==> src/rtl/scan_encoder.sv <==
// Serialises a captured multi-hot vector into one index beat per set bit,
// lowest-first or highest-first, with a single flagged beat for an all-zero vector.
module scan_encoder #(
  parameter int N_IN      = 8,
  parameter int MSB_FIRST = 0,
  localparam int IDX_W    = (N_IN > 1) ? $clog2(N_IN) : 1
) (
  input  logic             clk,
  input  logic             rst_n,
  input  logic             in_valid,
  output logic             in_ready,
  input  logic [N_IN-1:0]  in_vec,
  output logic             out_valid,
  input  logic             out_ready,
  output logic [IDX_W-1:0] out_idx,
  output logic             out_last,
  output logic             out_zero
);

  typedef enum logic {IDLE, EMIT} state_t;

  state_t            state_reg, state_next;
  logic [N_IN-1:0]   pend_reg, pend_next;
  logic              zero_reg, zero_next;
  logic              live_reg;
  logic [IDX_W-1:0]  enc_idx;
  logic [N_IN-1:0]   clr_mask;
  logic              last_flag;

  // live_reg keeps in_ready low until the first edge after reset release
  always_ff @(posedge clk or negedge rst_n) begin
    if (!rst_n) begin
      state_reg <= IDLE;
      pend_reg  <= '0;
      zero_reg  <= 1'b0;
      live_reg  <= 1'b0;
    end else begin
      state_reg <= state_next;
      pend_reg  <= pend_next;
      zero_reg  <= zero_next;
      live_reg  <= 1'b1;
    end
  end

  // Later loop iterations win, so scan direction picks the priority end
  always_comb begin
    enc_idx = '0;
    if (MSB_FIRST != 0) begin
      for (int i = 0; i < N_IN; i++)
        if (pend_reg[i]) enc_idx = IDX_W'(i);
    end else begin
      for (int i = N_IN - 1; i >= 0; i--)
        if (pend_reg[i]) enc_idx = IDX_W'(i);
    end
  end

  genvar gi;
  generate
    for (gi = 0; gi < N_IN; gi++) begin : g_clr
      assign clr_mask[gi] = (enc_idx == IDX_W'(gi));
    end
  endgenerate

  assign last_flag = ((pend_reg & (pend_reg - N_IN'(1))) == '0);

  always_comb begin
    state_next = state_reg;
    pend_next  = pend_reg;
    zero_next  = zero_reg;
    in_ready   = live_reg && (state_reg == IDLE);
    out_valid  = (state_reg == EMIT);
    case (state_reg)
      IDLE: begin
        if (in_valid && in_ready) begin
          pend_next  = in_vec;
          zero_next  = (in_vec == '0);
          state_next = EMIT;
        end
      end
      EMIT: begin
        if (out_ready) begin
          pend_next = pend_reg & ~clr_mask;
          if (last_flag) begin
            state_next = IDLE;
            zero_next  = 1'b0;
          end
        end
      end
      default: state_next = IDLE;
    endcase
  end

  assign out_idx  = out_valid ? enc_idx : '0;
  assign out_last = out_valid & last_flag;
  assign out_zero = out_valid & zero_reg;

endmodule
==> config.mk <==
export PLATFORM = sky130hd
export DESIGN_NAME = scan_encoder
export DESIGN_NICKNAME = d
export VERILOG_FILES = /design/src/rtl/scan_encoder.sv
export SDC_FILE = /design/constraint.sdc
export NUM_CORES = 1
export LEC_CHECK = 0
export CAP_MARGIN = 10
export CORE_ASPECT_RATIO = 1.5
export CORE_MARGIN = 4
export CORE_UTILIZATION = 30
export CTS_CLUSTER_DIAMETER = 80
export DETAILED_ROUTE_END_ITERATION = 6
export PLACE_DENSITY = 0.59
export SYNTH_ARGS = -nofsm -noshare
export SYNTH_HDL_FRONTEND = slang
export SYNTH_SLANG_ARGS = --single-unit
==> constraint.sdc <==
create_clock -name clk -period 2.2 [get_ports clk]
set_input_delay 0.44 -clock clk [delete_from_list [all_inputs] [get_ports clk]]
set_output_delay 0.44 -clock clk [all_outputs]
set_load 0.02 [all_outputs]
==> results.md, run 1 <==
- The flow ran to the end, and the final reports show no timing, DRC or antenna violations.
- The cell type contributing the most total cell area after synthesis is sky130_fd_sc_hd__dfrtp_1.
- The number of violations of the max-capacitance limit is 0.
- Setup repair after global routing could not meet its margin everywhere.
- Summing the sequential cell areas from Yosys gives 38.5% of the chip area.
- The flip-flop count of the largest register, all copies and words added is 8.
- The number of clock buffers inserted by TritonCTS is 3.
- The global-route wire length before repair is 3460 microns.
- Of the cells placed in the final design, the portion with a size suffix greater than 1 is 31.5%.
- Once placement completed, the tool counted placed cells totaling 141.
- Summed over its instances, the top area cell type makes up 38.5% of the synthesized netlist area.
- The initial antenna violation count is 0.
- After clock tree synthesis, the clock-pin slew on the worst setup and hold paths is 0.07 ns.
- The non-filler instance count after layout is 147.
- The root cell of the clock tree is sky130_fd_sc_hd__clkbuf_4.
- Across the VDD grid, the largest voltage drop is between 0.5 and 0.6 mV.
- The final instance area is 1080 sq um.
- For this design the top-level I/O count stands at 19.
- The average instance area after synthesis is 8.32 sq um.
- The later pin in the worst-skew pair is clocked with a latency of 0.28 ns.
- In the final routed layout, each cell accounts on average for between 10 and 15 microns.
- The post-synthesis instance area is 716 sq um.
- The CTS tree is built.
- The worst path uses 99.6% of the clock period.
- The type of the worst setup path is flop to primary output.
- At the end of the flow, the number of nets in the layout was 137.
- The number of global-route vias before repair was 806.
- The y dimension of the die is 67.8 microns.
- The number of failing hold endpoints at the final stage is 0.
- Global routing used about 15% of the available tracks.
- 0 antenna diodes ended up in the layout.
- Final hold analysis gives a worst-case slack of 0.491 ns.
- The row count is 21.
- The largest buffer count on any clock path is 2.
- The signal on the critical path passes through buf_4 > maj3_1 > nor3_1 > o22a_2 > and2_4 > buf_6.
- In this run, synthesis produced a sequential element count of 11.
- The initial standard-cell utilization of the core is a little under a third.
- The count of synthesis-stage warnings from yosys is 0.
- The deepest level of the CTS H-tree is 1.
- In this run the standard cell core region covers 2260 sq um.
- In this run the worst path has a maximum fanout of 3.
- The die area is 3250 sq um.
- For this block, the via count after detailed routing is 773.
- The data required time at the worst endpoint is 1.76 ns.
- The leakage power figure is about 0.5 nW.
- Setup violations remaining at the end of the flow were counted as 0.
- The count of clock tree sinks is 11.
- The count of pins over their slew limit is 0.
- STA puts the critical path data arrival time at 1.75 ns.
- The number of different library cells used by synthesis comes to 32.
- For the pin with the worst max-slew slack, the measured transition is 0.497 ns.
- After detailed routing, the number of vias per cell comes to approximately 5.3.
- The floorplan step set the die width to 47.9 microns.
- The largest net degree at the start of global routing is 12.
- The slowest library cell on the worst path is sky130_fd_sc_hd__dfrtp_1.
- The delay of the slowest cell on the worst path is 0.39 ns.
- The power after layout is about 1.5 mW.
- Routability-driven placement finished with a final weighted congestion of 0.789.
- The area added between synthesis and finish is 51.6%.
- The final wirelength is 2020 microns.
- The smallest clock period supported by the final layout is computed as 2.19 ns.
- By area the synthesized netlist is led by sky130_fd_sc_hd__dfrtp_1 (38%), sky130_fd_sc_hd__nand2_1 (8.4%), sky130_fd_sc_hd__nand3_1 (4.9%).
- Timing would allow up to 456 MHz.
- The instance area at placement is 1050 sq um.
- When the netlist entered floorplanning its net count stood at 98.
- The sort of element at the end of the critical path is a primary output.
- The power per cell area is 1350 nW/um^2.
- The first-iteration detailed-routing DRC count is 16.
- The total congestion overflow is 0.
- The number of nets still failing antenna checks after routing is 0.
- The count of fill cells added during filler insertion is 231.
- Once detailed placement completed, the half-perimeter wirelength came to 1660 microns.
- For this run, the detailed router's first-pass iteration total came to 4.
- After technology mapping, the gate count stands at 86.
- The class of the tightest hold or removal check is primary input to async pin.
- The end-of-flow core utilization is 48.0%.
- In this run the tool buffered the top-level ports with 18 buffer cells.
- For this run, design rule violations remaining after detail routing come to 0.
- Headroom to the max-slew limit came out at 66.7%.
- The worst setup path is launched from a flop.
- The final clock skew is 0.00322 ns.
## area by class of cell
class	count	area (sq um)	area share, %
Clock buffer	4	26.3	2.42
Sequential cell	11	277	25.5
Multi-Input combinational cell	65	407	37.5
Tap cell	23	28.8	2.65
Timing Repair Buffer	40	332	30.6
Inverter	4	15.0	1.38
## repair_timing
action / in CTS / in global routing
pin swaps: 0 / 3
gates resized for setup: 10 / 11
setup buffers: 0 / 2
endpoints found under the setup margin: 4 / 5
hold endpoints to repair: 0 / 0
hold buffers: 0 / 0
## metal layers
metal	part of all wire (%)	vias up	routed length (microns)	GRT usage, %
met3	5.3	7	106	3.95
li1	-	386	-	-
met4	2.8	0	57	10.4
met2	55	23	1110	25.5
met5	0	-	0	0
met1	37	357	748	16.3
## worst max-delay path: cells and delay by family, from the launching register on
family / cells / cell delay [ns]
DFF: 1 / 0.39
adders and majority gates: 1 / 0.33
and+or+nand+nor: 2 / 0.32
buffers and inverters: 2 / 0.25
AOI/OAI and AO/OA: 1 / 0.19
## cells in the final DEF (no fill, tap or decap), types with 2 or more instances in the layout
cell	n
sky130_fd_sc_hd__inv_1	4
sky130_fd_sc_hd__nor4_1	2
sky130_fd_sc_hd__dfrtp_1	10
sky130_fd_sc_hd__nand3_1	7
sky130_fd_sc_hd__clkbuf_4	3
sky130_fd_sc_hd__and2_1	2
sky130_fd_sc_hd__buf_4	22
sky130_fd_sc_hd__maj3_1	2
sky130_fd_sc_hd__a21oi_1	3
sky130_fd_sc_hd__a31oi_1	2
sky130_fd_sc_hd__o211ai_1	2
sky130_fd_sc_hd__nor3_1	4
sky130_fd_sc_hd__nor2_1	4
sky130_fd_sc_hd__nand2_1	16
sky130_fd_sc_hd__o211ai_2	2
sky130_fd_sc_hd__clkbuf_2	2
sky130_fd_sc_hd__clkdlybuf4s50_1	14
## through the flow
stage	TNS [ns]	setup WS, ns
after global routing	-0.126	-0.126
final	0	0.00856
after global placement	-0.117	-0.117
after detailed placement	-0.134	-0.134
after floorplan	0	0.193
after CTS	0	0.0171
## cell usage after synthesis
master,count
sky130_fd_sc_hd__a31oi_1,2
sky130_fd_sc_hd__and2_1,3
sky130_fd_sc_hd__a311o_1,1
sky130_fd_sc_hd__nand2b_1,1
sky130_fd_sc_hd__or4_4,1
sky130_fd_sc_hd__o22a_2,1
sky130_fd_sc_hd__o311ai_0,1
sky130_fd_sc_hd__nor3_1,5
sky130_fd_sc_hd__inv_1,4
sky130_fd_sc_hd__a2111oi_0,1
sky130_fd_sc_hd__o221ai_1,1
sky130_fd_sc_hd__a21oi_1,3
sky130_fd_sc_hd__a32oi_1,1
sky130_fd_sc_hd__nor2_1,4
sky130_fd_sc_hd__a22o_2,1
sky130_fd_sc_hd__o211ai_2,2
sky130_fd_sc_hd__dfrtp_1,11
sky130_fd_sc_hd__clkbuf_1,3
sky130_fd_sc_hd__o211ai_1,2
sky130_fd_sc_hd__a211oi_1,1
sky130_fd_sc_hd__maj3_1,2
sky130_fd_sc_hd__or2_1,1
sky130_fd_sc_hd__conb_1,1
sky130_fd_sc_hd__nor4_1,2
sky130_fd_sc_hd__nand3_1,7
sky130_fd_sc_hd__nor2b_1,1
sky130_fd_sc_hd__a22o_1,1
sky130_fd_sc_hd__nor3b_2,1
sky130_fd_sc_hd__o21bai_1,1
sky130_fd_sc_hd__buf_2,3
sky130_fd_sc_hd__nand2_1,16
sky130_fd_sc_hd__o21ba_2,1
## final timing paths
kind / from / endpoint / slack (ns) / cells past startpoint
min: rst_n / pend_reg[2] / 0.49 / 1
max reg2reg: pend_reg[0] / pend_reg[7] / 0.53 / 5
max: pend_reg[0] / out_last / 0.009 / 6
min in group clk: zero_reg / zero_reg / 0.62 / 2
max in group asynchronous: rst_n / out_valid / 1.34 / 1
min reg2reg: zero_reg / zero_reg / 0.62 / 2
## cells by family after synthesis
kind of cell	Yosys count	share of synthesized area, %
adders and majority gates	2	2.80
buffers and inverters	10	5.77
DFF	11	38.5
other	1	0.524
and+or+nand+nor	42	29.2
AOI/OAI and AO/OA	20	23.3
## where the power goes
| part | internal, mW | total [mW] | switching, mW |
|---|---|---|---|
| sequential | 0.275 | 0.348 | 0.0731 |
| combinational | 0.493 | 0.972 | 0.479 |
| clock | 0.0705 | 0.142 | 0.0718 |
Power figures use the tool's default switching activity.
==> run 2, diff against run 1 <==
==> config.mk (replaced) <==
export PLATFORM = sky130hd
export DESIGN_NAME = scan_encoder
export DESIGN_NICKNAME = d
export VERILOG_FILES = /design/src/rtl/scan_encoder.sv
export SDC_FILE = /design/constraint.sdc
export NUM_CORES = 1
export LEC_CHECK = 0
export ABC_AREA = 1
export CAP_MARGIN = 40
export CORE_MARGIN = 4
export CORE_UTILIZATION = 40
export CTS_CLUSTER_DIAMETER = 80
export DETAILED_ROUTE_END_ITERATION = 6
export PLACE_DENSITY = 0.73
export SYNTH_ARGS = -nofsm -noshare
export SYNTH_HDL_FRONTEND = slang
export SYNTH_SLANG_ARGS = --single-unit
==> results.md, run 2 <==
- The flow ran to the end, and the final reports show no timing, DRC or antenna violations.
- The clock latency on the worst-skew pair is 0.27 ns (about the same).
- The maximum fanout along the worst path came to 14 (+11).
- The instance count along the most critical hold path is 2.
- The fraction of final layout cells sized beyond drive strength 1 came to 9.52% (-22 points).
- The power per cell area is 1330 nW/um^2 (-1.1%).
- The area added between synthesis and finish is 33.0%.
- TritonCTS built the clock tree.
- The number of distinct library cells after synthesis was 21 (-34%).
- The relative slew slack was 65.6% (-1.1 points).
- The slowest stage of the critical path belongs to the cell sky130_fd_sc_hd__clkdlybuf4s50_1.
- The number of detailed-route iterations in the first pass is 4 (unchanged).
- The row count is 14 (-33%).
- In this run the worst hold path is classified as flop to flop.
- The post-CTS clock slew at the launch and capture registers of the worst setup and hold paths is 0.07 ns (about the same).
- The non-filler instance count after layout is 142 (-3.4%).
- The share of synthesized cell area in and, or, nand and nor gates is 31.8% (+2.6 points).
- The initial standard-cell utilization of the core is 44.7% (+13 points).
- The detailed-route via count was 764 (-1.2%).
- The sequential cell area was 275 sq um (-0.45%).
- The fraction of the yosys area taken by sequential cells is 39.1% (+0.61 points).
- The minimum clock period after layout is 2.05 ns (-0.145 ns).
- The number of input and output port buffers inserted is 18 (unchanged).
- The global-route wire length before repair is 3080 microns (-11%).
- The number of enable flip-flop cells after synthesis is 0 (unchanged).
- The first-iteration detailed-routing DRC count is 42 (+26).
- The count of synthesis-stage warnings from yosys is 0 (unchanged).
- The worst setup path is launched from a flop.
- In the post-synthesis netlist, the cell with the most instances is sky130_fd_sc_hd__nand2_1.
- The largest buffer count on any clock path came to 2 (unchanged).
- The post-synthesis instance total is 103 (+20%).
- The count of pins over their slew limit is 0 (unchanged).
- By count the netlist is led by sky130_fd_sc_hd__nand2_1 (26), sky130_fd_sc_hd__inv_1 (16), sky130_fd_sc_hd__dfrtp_1 (11).
- The achievable frequency was 489 MHz (+7.1%).
- The worst vdd rail ir drop is 0.848 mV (+61%).
- The top cell types in the final layout, fill and taps aside, are sky130_fd_sc_hd__nand2_1 (26), sky130_fd_sc_hd__inv_1 (16), sky130_fd_sc_hd__clkdlybuf4s50_1 (14), sky130_fd_sc_hd__dfrtp_1 (11), sky130_fd_sc_hd__nor2_1 (10).
- The post-synthesis net count is 115 (+17%).
- The deepest level of the CTS H-tree is 1 (unchanged).
- The number of global-route vias before repair is 718 (-11%).
- The placed wire-length estimate is 1370 microns (-17%).
- The type of the worst setup path is flop to primary output.
- The average instance area after synthesis is 6.84 sq um (-18%).
- The number of nets still failing antenna checks after routing is 0 (unchanged).
- The sink of the worst hold path is zero_reg.
- The core area is 1580 sq um (-30%).
- Walking the worst path, the cells encountered are buf_4 > nor2_1 > clkdlybuf4s50_1.
- The ratio of routed vias to standard cells came to 5.38 (+2.3%).
- The setup slack on the worst flop-to-flop path is 0.68 ns (+0.15 ns).
- The cts-stage hold buffer count was 0 (unchanged).
- The worst endpoint data arrival time is 1.61 ns (-0.14 ns).
- By area, the combinational part of the netlist is dominated by simple AND/OR/NAND/NOR gates.
- The power after layout is 1.25 mW (-15%).
- The sum of negative setup slack was 0 ns (unchanged).
- The final-stage net count was 139 (+1.5%).
- The area fraction of the dominant cell type after synthesis is 39.1% (+0.61 points).
- The leakage power figure is 0.475 nW (-4.7%).
- The post-synthesis instance area is 704 sq um (-1.6%).
- In this run the most critical hold path is launched from zero_reg.
- The initial antenna violation count is 0 (unchanged).
- The flip-flop count of the largest register, all copies and words added is 8 (unchanged).
- The x dimension of the die is 50.0 microns (+4.4%).
- The synthesized-area fraction occupied by ao, oa, aoi and oai cells is 18.8% (-4.4 points).
- The commonest non-fill, non-tap cell in the layout is sky130_fd_sc_hd__nand2_1.
- The start of the worst register-to-register path is out_valid.
- The number of placed instances, taps included is 138 (-2.1%).
- The area share of fa/ha/maj cells after synthesis is 0% (-2.8 points).
- The antenna diode count was 0 (unchanged).
- The number of failing hold endpoints at the final stage is 0 (unchanged).
- The combined area of the multi-input logic cells is 365 sq um (-10%).
- The depth of the worst register-to-register path is 7 (+2).
- The die area came to 2500 sq um (-23%).
- The routability congestion estimate came to 0.908 (+15%).
- The remaining design rule violation count was 0 (unchanged).
- The count of boundary I/O pins is 19 (unchanged).
- The count of fill cells added during filler insertion came to 157 (-32%).
- The total routing resource utilization after global routing is 16.0% (+0.57 points).
- The post-synthesis async set-or-reset flop share is 100% (unchanged).
- The register bit count reported by yosys is 11 (unchanged).
- The detailed-route wire length per cell is 12.5 microns (-8.9%).
- The end-of-flow core utilization was 59.4% (+11 points).
- The biggest area contributor in the post-synthesis netlist is sky130_fd_sc_hd__dfrtp_1.
- The count of clock tree sinks is 11 (unchanged).
- The number of buffer and inverter instances along the worst setup path is 2 (unchanged).
- The destination of the worst register-to-register timing path is pend_reg[7].
- The parity-gate share of the synthesized area counting xor and xnor cells is 0% (unchanged).
- The share of the clock period used by the worst path after layout is 93.0% (-6.6 points).
- The largest net degree at the start of global routing was 15 (+3).
- The worst setup path is captured at a primary output.
- The number of buffers inserted by post-CTS setup repair is 0 (unchanged).
- The data required time at the worst endpoint is 1.76 ns (about the same).
- The total congestion overflow is 0 (unchanged).
- Setup repair after global routing left no endpoint under its margin.
- Ranked by total cell area, the synthesized netlist is headed by sky130_fd_sc_hd__dfrtp_1 (39%), sky130_fd_sc_hd__nand2_1 (14%), sky130_fd_sc_hd__inv_1 (8.5%).
- Among cell families on the critical path, the largest total delay comes from buffers and inverters.
- The multiplexer share of the synthesized area is 0% (unchanged).
- The final wirelength is 1780 microns (-12%).
- The number of clock buffers inserted by TritonCTS came to 3 (unchanged).
- The worst-margin pin slew is 0.514 ns (+0.0165 ns).
- The number of violations of the max-capacitance limit is 0 (unchanged).
- The final clock skew is 0.00590 ns (+0.00268 ns).
- The delay of the slowest cell on the worst path came to 0.62 ns (+0.23 ns).
- The most used flip-flop cell after synthesis is sky130_fd_sc_hd__dfrtp_1.
- The y dimension of the die is 50.0 microns (-26%).
- The final count of negative-setup-slack endpoints is 0 (unchanged).
- Clock tree synthesis selected as its root buffer the cell sky130_fd_sc_hd__clkbuf_4.
==> run 2: cell types whose count changed in the layout (fill, tap and decap cells not counted), sizes merged, moves of 3 or more <==
cell	delta
and2	-3
nor3	-5
nand4	+3
buf	-21
nand2	+11
nor2	+8
a22oi	+3
o21ai	+7
inv	+12
==> run 2: cell type report <==
type / count / area share (%)
clock buffers: 4 / 2.80
inverters: 16 / 6.41
multi-input cells: 74 / 39.0
flip-flops and latches: 11 / 29.4
well taps: 16 / 2.14
repair buffers: 21 / 20.3
==> run 2: cell families (layout without fill, tap and decap cells) <==
kind of cell | Yosys count | in the layout
DFF | 11 | 11
and+or+nand+nor | 51 | 51
AOI/OAI and AO/OA | 22 | 22
buffers and inverters | 18 | 41
other | 1 | 1
==> run 2: how the worst max path moves through the flow <==
stage | end | slack, ns | cells past startpoint | from
after CTS | out_last | 0.02 | 8 | pend_reg[1]
after global placement | out_last | 0.07 | 8 | pend_reg[2]
after floorplan | out_idx[2] | 0.35 | 3 | out_valid
after detailed placement | out_last | 0.05 | 8 | pend_reg[1]
final | in_ready | 0.15 | 3 | out_valid
after global routing | out_last | 0.01 | 8 | pend_reg[2]
==> run 2: per-layer routing <==
layer / wire length, microns / track usage, % / vias to the layer above / part of all wire (%)
met5: 0 / 0 / - / 0
met4: 0 / 2.76 / 0 / 0
met3: 161 / 8.73 / 0 / 9.1
met2: 817 / 23.6 / 32 / 46
met1: 798 / 20.6 / 344 / 45
li1: - / - / 388 / -
==> run 2: where the power goes <==
| group | internal (mW) | leakage (nW) | total [mW] | switching, mW |
|---|---|---|---|---|
| registers | 0.278 | 0.132 | 0.362 | 0.0831 |
| clock network | 0.0702 | 0.0150 | 0.136 | 0.0657 |
| logic | 0.288 | 0.328 | 0.752 | 0.464 |
==> run 2: through the flow <==
| stage | cell area (sq um) | worst slack, ns | hold slack, ns |
|---|---|---|---|
| after global placement | 918 | 0.0684 | 0.465 |
| after CTS | 940 | 0.0236 | 0.487 |
| after detailed placement | 918 | 0.0455 | 0.469 |
| after global routing | 937 | 0.0141 | 0.522 |
| final | 937 | 0.153 | 0.491 |
| after floorplan | 704 | 0.349 | 0.144 |
==> run 2: worst min-delay path, cell delays in order (launching register included) <==
cell and delay, ns:
sky130_fd_sc_hd__dfrtp_1 0.36, sky130_fd_sc_hd__nand2_1 0.06, sky130_fd_sc_hd__nand2_1 0.05
==> run 2: what timing repair did <==
action,4_1_cts,5_1_grt
resized for setup,4,5
endpoints found under the hold margin,0,0
endpoints found under the setup margin,4,3
==> run 3, diff against run 2 <==
--- a/config.mk
+++ b/config.mk
@@ -9,6 +9,7 @@
 export CAP_MARGIN = 40
 export CORE_MARGIN = 4
 export CORE_UTILIZATION = 40
+export CTS_BUF_LIST = sky130_fd_sc_hd__clkbuf_4 sky130_fd_sc_hd__clkbuf_8 sky130_fd_sc_hd__clkbuf_16
 export CTS_CLUSTER_DIAMETER = 80
 export DETAILED_ROUTE_END_ITERATION = 6
 export PLACE_DENSITY = 0.73
==> results.md, run 3 (synthesized netlist as in run 2, its figures left out) <==
- The flow ran to the end, and the final reports show no timing, DRC or antenna violations.
- The global-route wire length before repair came to 3050 microns (-0.91%).
- The count of clock tree sinks is 11 (unchanged).
- The final wirelength is 1770 microns (-0.39%).
- The area added between synthesis and finish is 33.6%.
- The maximum fanout along the worst path is 14 (unchanged).
- The number of failing hold endpoints at the final stage is 0 (unchanged).
- The worst vdd rail ir drop is 0.830 mV (-2.2%).
- The worst-margin pin slew came to 0.513 ns (-0.000214 ns).
- The final-stage net count is 139 (unchanged).
- The final clock skew is 0.00544 ns (-0.000457 ns).
- The largest buffer count on any clock path is 2 (unchanged).
- The count of boundary I/O pins came to 19 (unchanged).
- The row count is 14 (unchanged).
- The share of the clock period used by the worst path after layout was 93.0% (about the same).
- The number of detailed-route iterations in the first pass is 4 (unchanged).
- The total congestion overflow is 0 (unchanged).
- The achievable frequency is 489 MHz (about the same).
- The antenna diode count is 0 (unchanged).
- The data required time at the worst endpoint was 1.76 ns (about the same).
- The ratio of routed vias to standard cells is 5.35 (-0.65%).
- The largest net degree at the start of global routing is 15 (unchanged).
- The count of pins over their slew limit is 0 (unchanged).
- The number of nets still failing antenna checks after routing is 0 (unchanged).
- The sum of negative setup slack is 0 ns (unchanged).
- The detailed-route wire length per cell is 12.5 microns (-0.39%).
- The top cell types in the final layout, fill and taps aside, are sky130_fd_sc_hd__nand2_1 (26), sky130_fd_sc_hd__inv_1 (16), sky130_fd_sc_hd__clkdlybuf4s50_1 (14), sky130_fd_sc_hd__dfrtp_1 (11), sky130_fd_sc_hd__nor2_1 (10).
- The power per cell area is 1340 nW/um^2 (+0.59%).
- The x dimension of the die is 50.0 microns (unchanged).
- The number of violations of the max-capacitance limit is 0 (unchanged).
- The core area was 1580 sq um (unchanged).
- The clock latency on the worst-skew pair is 0.27 ns (about the same).
- The slowest library cell on the worst path is sky130_fd_sc_hd__clkdlybuf4s50_1.
- In this run the clock root is driven by a sky130_fd_sc_hd__clkbuf_4.
- The total routing resource utilization after global routing is 15.9% (-0.13 points).
- The die area is 2500 sq um (unchanged).
- The instance area at placement is 918 sq um (unchanged).
- The number of buffers inserted by post-CTS setup repair is 0 (unchanged).
- The routability congestion estimate is 0.908 (unchanged).
- The met3 track demand over resource is 8.73% (unchanged).
- TritonCTS built the clock tree.
- The kind of launch point of the worst setup path is a flop.
- The post-route worst hold slack is 0.491 ns (-0.0000660 ns).
- The worst setup margin came to 0.154 ns (+0.00115 ns).
- The final instance area came to 941 sq um (+0.40%).
- The minimum clock period after layout is 2.05 ns (-0.00115 ns).
- The leakage power figure came to 0.478 nW (+0.72%).
- The met2 routing resource usage after global routing is 23.1% (-0.44 points).
- The y dimension of the die is 50.0 microns (unchanged).
- The number of input and output port buffers inserted is 18 (unchanged).
- The first-iteration detailed-routing DRC count is 35 (-17%).
- The initial antenna violation count is 0 (unchanged).
- The worst endpoint data arrival time is 1.61 ns (about the same).
- The relative slew slack is 65.7% (about the same).
- The fraction of met1 tracks used by global routing was 20.6% (unchanged).
- The cts-stage hold buffer count is 0 (unchanged).
- The final count of negative-setup-slack endpoints came to 0 (unchanged).
- The end-of-flow core utilization is 59.7% (+0.24 points).
- The deepest level of the CTS H-tree is 1 (unchanged).
- Leaving out fill and tap cells, the most frequent cell in the layout is sky130_fd_sc_hd__nand2_1.
- The layer carrying the most global-route usage is met2.
- The placed wire-length estimate came to 1370 microns (unchanged).
- The worst slack at placement is 0.0455 ns (unchanged).
- The worst setup path is captured at a primary output.
- The class of the tightest hold or removal check is flop to flop.
- The critical path is of the flop to primary output type.
- The setup slack on the worst flop-to-flop path came to 0.68 ns (about the same).
- The signal on the critical path passes through buf_4 > nor2_1 > clkdlybuf4s50_1.
- The initial standard-cell utilization of the core is 44.7% (unchanged).
- The number of global-route vias before repair is 715 (-0.42%).
- The delay of the slowest cell on the worst path is 0.62 ns (about the same).
- The flip-flop count of the largest register, all copies and words added came to 8 (unchanged).
- The remaining design rule violation count was 0 (unchanged).
- The detailed-route via count was 759 (-0.65%).
- The fraction of final layout cells sized beyond drive strength 1 came to 10.3% (+0.79 points).
- The post-CTS clock slew at the launch and capture registers of the worst setup and hold paths is 0.07 ns (about the same).
- Setup repair after global routing left no endpoint under its margin.
- The number of clock buffers inserted by TritonCTS is 3 (unchanged).
run 3: cell count changes in the layout (fill, tap and decap cells not counted):
cell                       delta
sky130_fd_sc_hd__clkbuf_4     +1
sky130_fd_sc_hd__clkbuf_1     -1
run 3: cell type report:
cell class	count	area, sq um
repair buffers	21	190
flip-flops and latches	11	275
multi-input cells	74	365
well taps	16	20.0
fillers	156	636
inverters	16	60.1
clock buffers	4	30.0
run 3: what timing repair did:
action | CTS | global route
resized for setup | 4 | 5
pin swaps | 0 | 0
setup endpoints to repair | 4 | 3
run 3: per-layer routing:
metal  up-vias  share of wire [%]  wire length, microns
met5         -                  0                     0
met4         0               0.45                     8
met3         2                9.3                   165
met2        33                 45                   798
met1       336                 45                   796
li1        388                  -                     -
run 3: final timing paths:
kind / startpoint / end / cells past startpoint
min in group asynchronous: rst_n / pend_reg[7] / 1
max in group asynchronous: rst_n / live_reg / 1
min reg2reg: zero_reg / zero_reg / 2
max reg2reg: out_valid / pend_reg[7] / 7
max: out_valid / in_ready / 3
min: zero_reg / zero_reg / 2
run 3: per-stage QoR:
step                power, mW  std cells
finish                   1.26        142
floorplan               0.854        103
CTS                      1.25        142
detailed placement       1.13        138
global placement         1.12        138
global route             1.39        142
run 3: worst max-delay path: cells and delay by family, from the launching register on:
family                 cells  cell delay [ns]
buffers and inverters      2             0.81
and+or+nand+nor            1             0.14
DFF                        1             0.39
run 3: power by group:
| group | total, mW | leakage [nW] | internal [mW] | switching [mW] |
|---|---|---|---|---|
| clock | 0.149 | 0.0184 | 0.0827 | 0.0668 |
| combinational | 0.750 | 0.328 | 0.288 | 0.462 |
| sequential | 0.362 | 0.132 | 0.278 | 0.0832 |
